<file path="src/rtl/seq_detector_prog.sv">
// Runtime-programmable serial pattern detector with per-bit care mask,
// selectable overlap mode, registered detect pulse and a saturating hit counter.
module seq_detector_prog #(
    parameter int unsigned PAT_W = 4,
    parameter int unsigned CNT_W = 8
) (
    input  logic             clk,
    input  logic             rst_n,
    input  logic             cfg_we,
    input  logic [PAT_W-1:0] pat_in,
    input  logic [PAT_W-1:0] mask_in,
    input  logic             ovl_in,
    input  logic             en,
    input  logic             data_in,
    input  logic             clr_cnt,
    output logic             data_out,
    output logic [CNT_W-1:0] hit_cnt,
    output logic [PAT_W-1:0] cfg_pat
);

    localparam int unsigned    FW   = $clog2(PAT_W + 1);
    localparam logic [FW-1:0]  FULL = FW'(PAT_W);

    logic [PAT_W-1:0] pat_q;
    logic [PAT_W-1:0] mask_q;
    logic             ovl_q;
    logic [PAT_W-1:0] hist_q, hist_d;
    logic [FW-1:0]    fill_q, fill_d, fill_inc;
    logic             match;
    logic [CNT_W-1:0] cnt_q, cnt_d;

    // Next-state: shift history, advance fill (EMPTY/PARTIAL/PRIMED), detect and count.
    always_comb begin
        hist_d   = hist_q;
        fill_d   = fill_q;
        match    = 1'b0;
        cnt_d    = cnt_q;
        fill_inc = (fill_q == FULL) ? fill_q : fill_q + FW'(1);

        if (cfg_we) begin
            hist_d = '0;
            fill_d = '0;
        end else if (en) begin
            hist_d = {hist_q[PAT_W-2:0], data_in};
            fill_d = fill_inc;
            match  = (fill_inc == FULL) && (&((hist_d ~^ pat_q) | ~mask_q));
            // Non-overlapping mode restarts the fill so the next match needs fresh bits.
            if (match && !ovl_q) begin
                fill_d = '0;
            end
        end

        if (clr_cnt) begin
            cnt_d = '0;
        end else if (match && (cnt_q != '1)) begin
            cnt_d = cnt_q + CNT_W'(1);
        end
    end

    // State and configuration registers with synchronous active-low reset.
    always_ff @(posedge clk) begin
        if (!rst_n) begin
            pat_q    <= '0;
            mask_q   <= '1;
            ovl_q    <= 1'b1;
            hist_q   <= '0;
            fill_q   <= '0;
            data_out <= 1'b0;
            cnt_q    <= '0;
        end else begin
            if (cfg_we) begin
                pat_q  <= pat_in;
                mask_q <= mask_in;
                ovl_q  <= ovl_in;
            end
            hist_q   <= hist_d;
            fill_q   <= fill_d;
            data_out <= match;
            cnt_q    <= cnt_d;
        end
    end

    assign hit_cnt = cnt_q;
    assign cfg_pat = pat_q;

endmodule

</file>
<file path="config.mk">
export PLATFORM = sky130hd
export DESIGN_NAME = seq_detector_prog
export DESIGN_NICKNAME = d
export VERILOG_FILES = /design/src/rtl/seq_detector_prog.sv
export SDC_FILE = /design/constraint.sdc
export NUM_CORES = 1
export LEC_CHECK = 0
export CAP_MARGIN = 0
export CELL_PAD_IN_SITES_DETAIL_PLACEMENT = 0
export CELL_PAD_IN_SITES_GLOBAL_PLACEMENT = 1
export CORE_MARGIN = 3
export CORE_UTILIZATION = 32
export CTS_BUF_LIST = sky130_fd_sc_hd__clkbuf_8 sky130_fd_sc_hd__clkbuf_16
export DETAILED_ROUTE_END_ITERATION = 6
export PLACE_DENSITY_LB_ADDON = 0.1
export SYNTH_ARGS = -nofsm -noshare
export SYNTH_HDL_FRONTEND = slang
export SYNTH_SLANG_ARGS = --single-unit
</file>
<file path="constraint.sdc">
create_clock -name clk -period 2.25 [get_ports clk]
set_clock_uncertainty 0.05 [all_clocks]
set_input_delay 0.45 -clock clk [delete_from_list [all_inputs] [get_ports clk]]
set_output_delay 0.45 -clock clk [all_outputs]
set_load 0.1 [all_outputs]
</file>
# == Word-level counts from Yosys, hierarchy flattened ==
# Cells that the tools add are included.
# Widths: inputs -> output; s select.
# word_totals
ram_bits,0
regBits,24
latchBits,0
mem_count,0
output_inout_bits,13
elab_cells,27
inputBits,15
romBits,0
# classes
n_mul,0
div_mod_pow,0
shift,0
magnitude_cmp,0
bitwise,4
n_reduce_logical,7
n_mux,4
add_sub_neg,2
n_eq_ne,3
# ops
operator,count
$add 8x1->8 const B,1
$ne 8x8->1 const B,1
$eq 3x3->1 const B,2
$mux 3,2
$not 4->4,1
$or 4x4->4,1
$reduce_and 4->1,1
$reduce_or 2->1,2
$xnor 4x4->4,1
$add 3x1->3 const B,1
$logic_and 1x1->1,3
$mux 1,2
$logic_not 1->1,1
$not 1->1,1

# == Depth between registers and ports, before layout ==
# logic_depth
depth_word,7
mapped_depth,8

# == Worst setup path before layout ==
# OpenSTA, ideal clock, no wires.
# synth_timing
kind,register to register
start,"register pat_q[0], in the netlist cfg_pat[0]"
end,"register cnt_q[6], in the netlist hit_cnt[6]"
arrival_ps,2197
synth_period_minus_slack_ps,2365
stages_incl_launch_ff,6
path_slack_ps,-115
path_buffers,0
required_time_ps,2083
setup_time_ps,117
cell_sequence,dfxtp_1 xor2_1 a211oi_1 nand4_2 or4_1 o211a_1
# synth_via
elab_chain_cells,7
# synth_rtl
item,line_no,text
"start, declared",24,logic [PAT_W-1:0] pat_q;
"start signal, assigned",72,pat_q <= pat_in;
$xnor 4x4->4,46,match = (fill_inc == FULL) && (&((hist_d ~^ pat_q) | ~mask_q));
$or 4x4->4,46,
$reduce_and 4->1,46,
$logic_and 1x1->1,46,
$mux 1,43,end else if (en) begin
$mux 1,40,if (cfg_we) begin
$logic_and 1x1->1,55,end else if (match && (cnt_q != '1)) begin
"end signal, assigned",79,cnt_q <= cnt_d;
"end, declared",30,"logic [CNT_W-1:0] cnt_q, cnt_d;"
# No other way between the ends.
# A chain may end at the register's enable or synchronous reset.

# == Worst setup path in the final report ==
# layout_timing
start,register fill_q[0]
end,"register cnt_q[6], in the netlist hit_cnt[6]"
# layout_via
elab_chain_cells,7
word_cells_on_any_way,8
classes_between,1 x add/sub; 2 x eq/ne; 3 x mux; 2 x reduce/logical
# layout_rtl
item,line_no,text
"start, declared",28,"logic [FW-1:0] fill_q, fill_d, fill_inc;"
"start signal, assigned",77,fill_q <= fill_d;
$add 3x1->3 / $eq 3x3->1 (equally long branches),38,fill_inc = (fill_q == FULL) ? fill_q : fill_q + FW'(1);
$mux 3 *,38,
$eq 3x3->1 *,46,
$logic_and 1x1->1 *,46,
$mux 1 *,43,
$mux 1 *,40,
$logic_and 1x1->1 *,55,
# Mark *: on every way between the ends. The rest lies on a longest branch, timed or not.

==> flow_results.org <==
** Status
- Run status :: completed

** Timing
- For the pin with the worst max-slew slack, the measured transition is 0.446 ns.
- Setup repair after global routing could not meet its margin everywhere.
- Clock period minus final worst setup slack :: 2.25 ns
- Highest attainable clock frequency :: 445 MHz
- The total count of hold-check failures in the final report is 0.
- Part of the cycle the worst path needs :: 99.9%
- Slew Viols, Final :: 0
- Headroom to the max-slew limit :: 70.2%
- Hold is met by 0.437 ns.
- Final setup violating endpoints :: 0

** Logic synthesis
- Mapped cell area :: 1120 sq um
- The Yosys step of the flow raised 0 warnings.
- Share of the synthesized netlist area taken by xor and xnor gates :: 3.91%
- Number of distinct library cells after synthesis :: 33
- Mean instance size in the synthesized netlist :: 9.34 sq um
- Sorting the synthesized cells by area gives the leading types as sky130_fd_sc_hd__dfxtp_1 (43%), sky130_fd_sc_hd__mux2i_1 (12%), sky130_fd_sc_hd__ha_1 (3.3%), sky130_fd_sc_hd__nand2_1 (3.3%), sky130_fd_sc_hd__a21oi_1 (3.1%).
- Summing the areas of all compound-gate instances in the mapped netlist gives 13.4% of the synthesized area.
- The synthesized design contains 24 register bits.
- After synthesis, the share of flip-flops with an asynchronous set or reset is 0%.
- Synth Instances :: 120
- Synthesized-area fraction occupied by and/or/nand/nor cells :: 22.2%
- After synthesis, the share of cell area in mux cells is 11.6%.
- Leading area contributor after synthesis :: sky130_fd_sc_hd__dfxtp_1
- After synthesis, the largest family of logic cells by area is simple AND/OR/NAND/NOR gates.
- After synthesis, flip-flops and latches occupy 42.9% of the total area.
- The synthesized design contains 0 enable-type register cells.
- Most used flip-flop cell after synthesis :: sky130_fd_sc_hd__dfxtp_1
- Share of Yosys cell area claimed by the top area cell type :: 42.9%
- Post-Synth Adder-Cell Area :: 3.35%
- Number of nets in the synthesized netlist :: 138

** Critical path
- CP max FO :: 6
- The worst register-to-register path ends at hit_cnt[6]$_SDFFE_PP0P_.
- At the worst endpoint, the required time is 2.36 ns.
- Counting both buffers and inverters, the worst setup path holds a total of 1.
- The signal on the critical path passes through inv_2 -> ha_4 -> or3b_1 -> a32oi_2 -> nand4_4 -> or4_4 -> o211a_1.
- Among cell families on the critical path, the largest total delay comes from simple AND/OR/NAND/NOR gates.
- Cell with the largest stage delay on the worst path :: sky130_fd_sc_hd__or4_4
- Critical path startpoint category :: flip-flop
- Count of cells along the worst register-to-register path :: 7
- STA classifies the critical path endpoint as a flip-flop.
- Setup slack of the worst register-to-register path :: 0.003 ns
- Reg2reg start :: fill_q[0]$_SDFFE_PP0P_
- For the worst setup path, the data arrival time is 2.36 ns.
- The critical path is of the flip-flop to flip-flop type.
- Longest individual stage delay on the worst path :: 0.54 ns

** Global route
- The number of antenna violations at the first check in global routing was 0.
- Overflow left after global routing :: 0
- Global routing used 12.6% of the available tracks across all layers.
- Maximum number of pins on one net before global-route repair :: 14
- The first global-routing pass estimated 4.23 mm of wire.
- The via count of the first global-routing pass is 919.

** Floorplanning
- After floorplanning, the core was sized to cover 3200 sq um.
- Floorplan row count :: 20
- Initial Utilization :: 35.0%
- I/O pins :: 28
- Die height :: 65.2 um
- Die Outline Area :: 4250 sq um
- From left edge to right edge, the die measures 65.2 um.

** Final layout
- Fraction of the core area covered by cells at the end of the flow :: 51.6%
- Layout cell share with drive strength beyond 1 :: 33.3%
- Top library cells by usage in the layout, fill and taps aside :: sky130_fd_sc_hd__buf_4 (24), sky130_fd_sc_hd__clkdlybuf4s50_1 (14), sky130_fd_sc_hd__mux2i_1 (13), sky130_fd_sc_hd__dfxtp_1 (13), sky130_fd_sc_hd__dfxtp_2 (11)
- Once layout is done, the placed cells without fillers occupy 1650 sq um.
- At the end of the flow, the number of nets in the layout was 181.
- Count of filler cells inserted in the layout :: 334
- 0 antenna diodes ended up in the layout.
- Leaving out fill and tap cells, the most frequent cell in the layout is sky130_fd_sc_hd__buf_4.
- Excluding fillers, the count of instances in the completed layout stands at 206.
- Post-synthesis to final-layout area growth :: 47.3%

** Route
- In this run, the number of DRC markers left after iteration 0 of detailed routing was 44.
- Wires add up to 2.56 mm.
- Remaining antenna violation count after routing :: 0
- In the routed layout, each cell is associated on average with a via count of 4.83.
- Count of TritonRoute iterations in the first routing pass :: 4
- For this run, design rule violations remaining after detail routing come to 0.
- The routed layout has 995 vias.
- After detailed routing, the average wire length per cell comes to 12.4 um.

** CTS
- Worst-case clock buffer depth :: 2
- Number of clock buffers inserted by TritonCTS :: 3
- Clock transition at path regs :: 0.08 ns
- TritonCTS built the clock tree.
- CTS saw 24 sinks.
- The root buffer cell chosen for the clock tree is sky130_fd_sc_hd__clkbuf_8.
- Insertion delay to the later sink of the worst-skew pair :: 0.26 ns
- In this run the number of H-tree levels came out at 1.

** Min path
- Worst hold-check path type :: flip-flop to flip-flop
- For hold timing, the worst endpoint is mask_q[2]$_SDFFE_PN1P_.
- Startpoint of the worst hold path :: mask_q[2]$_SDFFE_PN1P_
- Hold path depth :: 2

** Run
- # Max-Cap Violations :: 0

** Placed design
- Gp weighted congestion :: 0.679
- After detailed placement, the design holds a cell count of 199.
- In this run the cell area measured after placement is 1500 sq um.
- After legalization and detailed placement, the total HPWL measured 1.90 mm.
- Port buffering added 27 buffers.

** Power
- Leakage :: 0.678 nW
- Across the VDD grid, the largest voltage drop is 388 uV.
- Dividing total power by cell area gives a power density of 532 nW/um^2.
repair_timing:
action | in CTS | in global routing
gates resized for setup | 5 | 10
buffers inserted | 2 | 1
endpoints found under the setup margin | 6 | 8
hold buffers | 0 | 0
pin swaps | 8 | 6
cell usage after synthesis (2+ instances only):
library cell	number
sky130_fd_sc_hd__nor2_1	8
sky130_fd_sc_hd__dfxtp_1	24
sky130_fd_sc_hd__a21oi_1	7
sky130_fd_sc_hd__nand2_1	10
sky130_fd_sc_hd__clkbuf_1	3
sky130_fd_sc_hd__or3_1	4
sky130_fd_sc_hd__o211ai_1	2
sky130_fd_sc_hd__mux2i_1	13
sky130_fd_sc_hd__nor3_1	2
sky130_fd_sc_hd__ha_1	3
sky130_fd_sc_hd__nand3_1	2
sky130_fd_sc_hd__nand2b_1	4
sky130_fd_sc_hd__o31ai_1	2
sky130_fd_sc_hd__or4_1	3
sky130_fd_sc_hd__o21ai_0	3
sky130_fd_sc_hd__o311ai_1	2
sky130_fd_sc_hd__xor2_1	4
sky130_fd_sc_hd__inv_1	4
sky130_fd_sc_hd__or2_2	2
sky130_fd_sc_hd__nor2b_1	5
metrics by stage:
| step | total power, W | setup slack (ns) | setup TNS, ns |
|---|---|---|---|
| finish | 0.000878 | 0.00298 | 0 |
| global route | 0.000928 | -0.107 | -0.225 |
| CTS | 0.000889 | -0.0209 | -0.0209 |
| detailed placement | 0.000590 | -0.197 | -1.06 |
| global placement | 0.000588 | -0.134 | -0.753 |
| floorplan | 0.000534 | 0.00575 | 0 |
cell families (layout without fill, tap and decap cells):
group,count (synthesis),in the layout
multiplexers,13,13
buffers and inverters,8,50
AND/OR/NAND/NOR,45,45
flip-flops,24,24
adder cells (fa/ha/maj),3,3
XOR/XNOR,5,5
AO/OA/AOI/OAI,22,22
sequential cells by signal (all words and copies together), names as in the netlist:
| name | count |
|---|---|
| hit_cnt | 8 |
| cfg_pat | 4 |
| mask_q | 4 |
| fill_q | 3 |
| hist_q | 3 |
| data_out | 1 |
| ovl_q | 1 |
area by class of cell:
type	instances	area [sq um]	area share [%]
Sequential cell	24	494	29.9
Multi-Input combinational cell	88	667	40.4
Tap cell	44	55.1	3.33
Inverter	4	15.0	0.909
Timing Repair Buffer	42	365	22.1
Clock buffer	4	55.1	3.33
report_power, final:
group          switching [W]  leakage (nW)  total [W]  internal [W]
clock               0.000132        0.0288   0.000288      0.000156
combinational      0.0000774         0.449   0.000143     0.0000659
sequential        0.00000928         0.200   0.000447      0.000437
routing by layer:
layer	wire length, um	up-vias	track usage (%)
li1	-	520	-
met1	1240	452	16.8
met2	1170	19	19.6
met3	124	4	3.76
met4	27	0	3.89
met5	0	-	0
worst max-delay path by stage:
| stage | startpoint | end | slack, ns | cells after the start |
|---|---|---|---|---|
| 2_1_floorplan | hit_cnt[4]$_SDFFE_PP0P_ | hit_cnt[7]$_SDFFE_PP0P_ | 0.006 | 5 |
| 3_3_place_gp | data_in | hit_cnt[0]$_SDFFE_PP0P_ | -0.13 | 7 |
| 3_5_place_dp | data_in | hit_cnt[0]$_SDFFE_PP0P_ | -0.20 | 7 |
| 4_1_cts | fill_q[1]$_SDFFE_PP0P_ | hit_cnt[6]$_SDFFE_PP0P_ | -0.02 | 7 |
| 5_1_grt | fill_q[0]$_SDFFE_PP0P_ | hit_cnt[6]$_SDFFE_PP0P_ | -0.11 | 7 |
| 6_report | fill_q[0]$_SDFFE_PP0P_ | hit_cnt[6]$_SDFFE_PP0P_ | 0.003 | 7 |
tightest hold or removal path, delay by kind of cell, from the launching register on:
family | cells | cell delay (ns)
DFF | 1 | 0.34
muxes | 1 | 0.07
and+or+nand+nor | 1 | 0.05
Note: power is estimated with default switching activity, not from simulation.
